<file path="src/rtl/if_fetch_unit_if.sv">
// Signal bundle between the fetch stage, the hazard unit, EX redirect, instruction memory and
// the IF/ID consumer. The master modport is the fetch unit itself.
interface if_fetch_unit_if;
   logic        stall;
   logic        flush;
   logic        redirect_valid;
   logic [63:0] redirect_pc;
   logic [63:0] inst_address;
   logic [31:0] instruction_in;
   logic [63:0] ifid_pc;
   logic [31:0] ifid_instruction;
   logic        ifid_valid;
   logic [1:0]  fetch_fault;

   modport master (
      input  stall, flush, redirect_valid, redirect_pc, instruction_in,
      output inst_address, ifid_pc, ifid_instruction, ifid_valid, fetch_fault
   );

   modport slave (
      output stall, flush, redirect_valid, redirect_pc, instruction_in,
      input  inst_address, ifid_pc, ifid_instruction, ifid_valid, fetch_fault
   );
endinterface

</file>
<file path="src/rtl/if_fetch_unit.sv">
// Instruction-fetch stage with IF/ID pipeline register: drives the fetch address from the PC,
// captures {pc, instruction}, and handles stall, flush, branch redirect and sticky fetch faults.
module if_fetch_unit #(
   parameter logic [63:0] RESET_PC  = 64'h0,
   parameter int unsigned MEM_BYTES = 121,
   parameter logic [31:0] NOP_INSN  = 32'h0000_0013
) (
   input  logic            clk,
   input  logic            reset_n,
   if_fetch_unit_if.master bus
);

   typedef enum logic [1:0] {StBoot, StRun, StHalt} state_e;

   localparam logic [1:0] FaultNone      = 2'b00;
   localparam logic [1:0] FaultMisalign  = 2'b01;
   localparam logic [1:0] FaultRange     = 2'b10;
   // pc > MEM_BYTES-4 is the same test as pc+3 > MEM_BYTES-1 but cannot overflow near 2^64.
   localparam logic [63:0] LastLegalPc   = 64'(MEM_BYTES) - 64'd4;

   state_e      state_q, state_d;
   logic [63:0] pc_q, pc_d;
   logic [63:0] ifid_pc_q, ifid_pc_d;
   logic [31:0] ifid_insn_q, ifid_insn_d;
   logic        ifid_valid_q, ifid_valid_d;
   logic [1:0]  fault_q, fault_d;

   always_comb begin
      state_d      = state_q;
      pc_d         = pc_q;
      ifid_pc_d    = ifid_pc_q;
      ifid_insn_d  = ifid_insn_q;
      ifid_valid_d = ifid_valid_q;
      fault_d      = fault_q;

      unique case (state_q)
         StBoot: begin
            state_d = StRun;
         end
         StRun: begin
            if (bus.redirect_valid) begin
               ifid_valid_d = 1'b0;
               ifid_insn_d  = NOP_INSN;
               if (bus.redirect_pc[1:0] != 2'b00) begin
                  fault_d = FaultMisalign;
                  state_d = StHalt;
               end else begin
                  pc_d = bus.redirect_pc;
               end
            end else if (pc_q > LastLegalPc) begin
               ifid_valid_d = 1'b0;
               ifid_insn_d  = NOP_INSN;
               fault_d      = FaultRange;
               state_d      = StHalt;
            end else if (bus.stall) begin
               if (bus.flush) begin
                  ifid_valid_d = 1'b0;
                  ifid_insn_d  = NOP_INSN;
               end
            end else if (bus.flush) begin
               ifid_valid_d = 1'b0;
               ifid_insn_d  = NOP_INSN;
               pc_d         = pc_q + 64'd4;
            end else begin
               ifid_pc_d    = pc_q;
               ifid_insn_d  = bus.instruction_in;
               ifid_valid_d = 1'b1;
               pc_d         = pc_q + 64'd4;
            end
         end
         StHalt: begin
            ifid_valid_d = 1'b0;
            ifid_insn_d  = NOP_INSN;
         end
         default: begin
            state_d = StHalt;
         end
      endcase
   end

   always_ff @(posedge clk or negedge reset_n) begin
      if (!reset_n) begin
         state_q      <= StBoot;
         pc_q         <= RESET_PC;
         ifid_pc_q    <= 64'd0;
         ifid_insn_q  <= NOP_INSN;
         ifid_valid_q <= 1'b0;
         fault_q      <= FaultNone;
      end else begin
         state_q      <= state_d;
         pc_q         <= pc_d;
         ifid_pc_q    <= ifid_pc_d;
         ifid_insn_q  <= ifid_insn_d;
         ifid_valid_q <= ifid_valid_d;
         fault_q      <= fault_d;
      end
   end

   assign bus.inst_address     = pc_q;
   assign bus.ifid_pc          = ifid_pc_q;
   assign bus.ifid_instruction = ifid_insn_q;
   assign bus.ifid_valid       = ifid_valid_q;
   assign bus.fetch_fault      = fault_q;

endmodule

</file>
<file path="src/flat_wrapper.sv">
// flat-port wrapper written by rule: the top's interface ports become plain ports
module if_fetch_unit_flat 
#(
   parameter logic [63:0] RESET_PC  = 64'h0,
   parameter int unsigned MEM_BYTES = 121,
   parameter logic [31:0] NOP_INSN  = 32'h0000_0013
)
  (clk, reset_n, bus_stall, bus_flush, bus_redirect_valid, bus_redirect_pc, bus_instruction_in, bus_inst_address, bus_ifid_pc, bus_ifid_instruction, bus_ifid_valid, bus_fetch_fault);
  if_fetch_unit_if bus_i ();
  input  logic clk;
  input  logic reset_n;
  input wire logic [$bits(bus_i.stall)-1:0] bus_stall;
  input wire logic [$bits(bus_i.flush)-1:0] bus_flush;
  input wire logic [$bits(bus_i.redirect_valid)-1:0] bus_redirect_valid;
  input wire logic [$bits(bus_i.redirect_pc)-1:0] bus_redirect_pc;
  input wire logic [$bits(bus_i.instruction_in)-1:0] bus_instruction_in;
  output wire logic [$bits(bus_i.inst_address)-1:0] bus_inst_address;
  output wire logic [$bits(bus_i.ifid_pc)-1:0] bus_ifid_pc;
  output wire logic [$bits(bus_i.ifid_instruction)-1:0] bus_ifid_instruction;
  output wire logic [$bits(bus_i.ifid_valid)-1:0] bus_ifid_valid;
  output wire logic [$bits(bus_i.fetch_fault)-1:0] bus_fetch_fault;
  assign bus_i.stall = bus_stall;
  assign bus_i.flush = bus_flush;
  assign bus_i.redirect_valid = bus_redirect_valid;
  assign bus_i.redirect_pc = bus_redirect_pc;
  assign bus_i.instruction_in = bus_instruction_in;
  assign bus_inst_address = bus_i.inst_address;
  assign bus_ifid_pc = bus_i.ifid_pc;
  assign bus_ifid_instruction = bus_i.ifid_instruction;
  assign bus_ifid_valid = bus_i.ifid_valid;
  assign bus_fetch_fault = bus_i.fetch_fault;
  if_fetch_unit #(.RESET_PC(RESET_PC), .MEM_BYTES(MEM_BYTES), .NOP_INSN(NOP_INSN)) u_core (.clk(clk), .reset_n(reset_n), .bus(bus_i));
endmodule
</file>
<file path="config.mk">
export PLATFORM = sky130hd
export DESIGN_NAME = if_fetch_unit_flat
export DESIGN_NICKNAME = d
export VERILOG_FILES = /design/src/rtl/if_fetch_unit_if.sv /design/src/rtl/if_fetch_unit.sv /design/src/flat_wrapper.sv
export SDC_FILE = /design/constraint.sdc
export NUM_CORES = 1
export LEC_CHECK = 0
export CORE_MARGIN = 2
export CORE_UTILIZATION = 30
export CTS_BUF_LIST = sky130_fd_sc_hd__clkbuf_4
export DETAILED_ROUTE_END_ITERATION = 16
export PLACE_DENSITY_LB_ADDON = 0.15
export SLEW_MARGIN = 30
export SYNTH_ARGS = -nofsm -noshare
export SYNTH_HDL_FRONTEND = slang
export SYNTH_SLANG_ARGS = --single-unit
</file>
<file path="constraint.sdc">
create_clock -name clk -period 2.59 [get_ports clk]
set_input_delay 0.259 -clock clk [delete_from_list [all_inputs] [get_ports clk]]
set_output_delay 0.259 -clock clk [all_outputs]
set_load 0.01 [all_outputs]
</file>
==> results.json <==
{
  "outcome": "complete, no violations",
  "clk_transition_reported_paths_ns": 0.15,
  "clockPowerShare": 0.360,
  "row_count": 56,
  "p_seq_frac": 0.574,
  "crit_chain": "nor4_2, nand4_1, or3_1, buf_4, o31ai_4, buf_12, a22o_1",
  "grt_max_degree": 65,
  "hold_viol": 0,
  "core_um2": 23400,
  "drt_iter0_drc": 370,
  "combPwrFrac": 0.066,
  "irDropWorstVdd_v": 0.000233,
  "placed_area_um2": 10400,
  "routedWlPerCell_um": 17.7,
  "cp_data_required_time_ns": 3.04,
  "path_class": "reg -> reg",
  "grt_pass1_vias": 5959,
  "max_slew_margin": 0.487,
  "antennaDiodeCount": 0,
  "final_cell_area_um2": 10700,
  "hold_ws_ns": 0.256,
  "dieArea_um2": 24900,
  "synth_edf_count": 0,
  "tightest_slew_ns": 0.767,
  "crit_fanout": 33,
  "clock.fmax_ghz": 0.417,
  "dp_hpwl_mm": 16.0,
  "die_h_um": 158,
  "arrival_ns": 2.85,
  "fin_skew_ns": 0.0329,
  "cp-start-kind": "flip-flop",
  "vias": 5978,
  "avgSynthCellArea_um2": 11.0,
  "finalCritPeriodShare": 0.925,
  "grt_overflow": 0,
  "slowest_stage": "or3_1",
  "root_buffer": "clkbuf_4",
  "final_util": 0.456,
  "p_int_mw": 3.36,
  "cts_max_level": 4,
  "ant_nets": 0,
  "die_w_um": 158,
  "cts.sinks": 165,
  "cts_buffer_depth": 2,
  "cts_tree": "yes",
  "endpoint_kind": "flip-flop",
  "fin_ws_ns": 0.194,
  "sw_frac_of_total": 0.251,
  "ios": 264,
  "drv_slew": 0,
  "grt_pass1_wl_mm": 34.3,
  "async_flop_share": 1.00,
  "cts_buffers": 17,
  "yosys_warnings": 0,
  "syn_nets": 753,
  "ys_seq_elements": 165,
  "grt_usage": 0.178,
  "postSynthCellCount": 647,
  "port_buffers": 263,
  "drive_gt1_frac": 0.105,
  "drt-pass1-iter-count": 5,
  "power.density_nw_per_um2": 421,
  "reg2reg_from": "u_core.bus.inst_address[60]",
  "syn2layout_area_growth_pct": 50.0,
  "drt-vias-per-instance": 4.73,
  "yosysUniqueCellTypes": 49,
  "rsz0062_at_grt": "false",
  "reg2reg_to": "u_core.bus.ifid_instruction[10]",
  "hp-class": "in -> async",
  "reg2reg_setup_slack_ns": 0.19,
  "synth_ff_type": "dfrtp_1",
  "layout.nets": 1038,
  "drc": 0,
  "p_leak_nw": 4.76,
  "dpl_worst_slack_ns": 0.128,
  "cap_violations": 0,
  "p_sw_mw": 1.13,
  "place_congestion": 0.815,
  "setup_viol": 0,
  "wl_mm": 22.3,
  "layoutNonFillerInstCount": 1264,
  "placed_cells": 1231,
  "initial_utilization": 0.304,
  "ys_seq_area_frac": 0.581,
  "min_period_ns": 2.40,
  "antenna_found_initial": 0,
  "r2r_cells": 7,
  "tns_ns": 0,
  "finalPower_mw": 4.49,
  "clock_latency_ns": 0.54,
  "cpPeakStageDelay_ns": 0.45,
  "syn_area_um2": 7110
}
==> cells by family (layout without fill, tap and decap cells) <==
family / count (synthesis) / after routing / share of synthesized area
flops: 165 / 165 / 0.581
buf+inv: 70 / 368 / 0.0436
fa+ha+maj: 5 / 5 / 0.00880
simple gates: 247 / 247 / 0.187
compound gates: 124 / 124 / 0.127
mux: 36 / 36 / 0.0526
==> final cells by class <==
cell class | count | area, um2
Tap cell | 319 | 399
Fill cell | 2263 | 12700
Clock inverter | 14 | 161
Sequential cell | 165 | 4130
Multi-Input combinational cell | 412 | 2680
Timing Repair Buffer | 307 | 3050
Clock buffer | 18 | 135
Inverter | 29 | 109
==> cells in the final DEF (no fill, tap or decap), types with 14 or more instances in the layout <==
master	Yosys	layout
clkdlybuf4s50_1	0	261
dfrtp_1	162	162
and2_1	62	62
nand2_1	54	54
a22o_1	40	40
nor2_1	37	37
buf_4	3	36
a21oi_1	33	33
inv_1	28	28
mux2i_1	25	25
nor4_1	20	19
nand4_1	18	18
clkbuf_4	0	18
nand3_1	17	17
o21ai_0	14	14
==> worst max-delay path by stage <==
stage / endpoint / cells past startpoint / startpoint / slack [ns]
floorplan: u_core.bus.inst_address[2] / 9 / u_core.bus.inst_address[3] / 0.33
global placement: u_core.bus.ifid_instruction[31] / 7 / u_core.bus.inst_address[60] / 0.21
detailed placement: u_core.bus.ifid_instruction[20] / 7 / u_core.bus.inst_address[60] / 0.13
CTS: u_core.bus.ifid_instruction[3] / 7 / u_core.bus.inst_address[60] / 0.07
global route: u_core.bus.ifid_instruction[17] / 7 / u_core.bus.inst_address[36] / 0.02
finish: u_core.bus.ifid_instruction[10] / 7 / u_core.bus.inst_address[60] / 0.19
==> cells in the mapped netlist (2+ instances only) <==
library cell | instances | area (um2)
a22oi_1 | 4 | 30.0
o41ai_1 | 6 | 52.6
nand2b_1 | 11 | 68.8
mux2_2 | 9 | 101
nand4b_1 | 2 | 17.5
o31ai_1 | 10 | 75.1
ha_1 | 5 | 62.6
nor3_1 | 5 | 25.0
buf_2 | 14 | 70.1
nand3_1 | 17 | 85.1
dfrtp_1 | 162 | 4050
o22ai_1 | 6 | 37.5
mux2_1 | 2 | 22.5
mux2i_1 | 25 | 250
o21ai_0 | 14 | 70.1
clkbuf_1 | 21 | 78.8
o32ai_1 | 2 | 17.5
and4_1 | 3 | 26.3
nand2_1 | 54 | 203
and3_1 | 8 | 50.1
a21oi_1 | 33 | 165
dfstp_2 | 3 | 78.8
and2_1 | 62 | 388
nand3b_1 | 2 | 15.0
a22o_1 | 40 | 350
nor4_1 | 20 | 125
nor2_1 | 37 | 139
inv_1 | 28 | 105
or3_1 | 3 | 18.8
nand4_1 | 18 | 113
buf_4 | 3 | 22.5
==> per-layer routing <==
metal | vias to the layer above | track usage | wire [um]
met4 | 0 | 0.0459 | 265
met2 | 230 | 0.270 | 10000
li1 | 2864 | - | -
met1 | 2869 | 0.249 | 10300
met3 | 15 | 0.0534 | 1740
met5 | - | 0 | 0
==> power by group through the flow <==
| stage | registers (mW) | logic, mW | clock network (mW) |
|---|---|---|---|
| after detailed placement | 2.62 | 0.302 | 0 |
| after floorplan | 2.63 | 0.0622 | 0 |
| after CTS | 2.58 | 0.305 | 1.70 |
| final | 2.58 | 0.298 | 1.62 |
| after global routing | 2.58 | 0.326 | 1.80 |
| after global placement | 2.62 | 0.302 | 0 |
==> registers in the layout (all words and copies together) (netlist names) <==
| register | cells |
|---|---|
| u_core.bus.fetch_fault | 2 |
| u_core.bus.ifid_instruction | 32 |
| u_core.bus.ifid_valid | 1 |
| u_core.state_q | 2 |
| u_core.bus.inst_address | 64 |
| u_core.bus.ifid_pc | 64 |
==> repair_timing <==
action                     in CTS  in global routing
hold buffers                    1                  0
resized for setup               0                  1
setup buffers                   0                  0
hold endpoints to repair       51                  0
setup endpoints to repair       0                 28
==> critical path, delay by kind of cell (launching register included) <==
| kind | cells | cell delay, ns |
|---|---|---|
| AO/OA/AOI/OAI | 2 | 0.45 |
| buffers and inverters | 2 | 0.43 |
| flip-flops | 1 | 0.44 |
| AND/OR/NAND/NOR | 3 | 1.00 |
No activity file was read; power rests on OpenSTA's default activity.
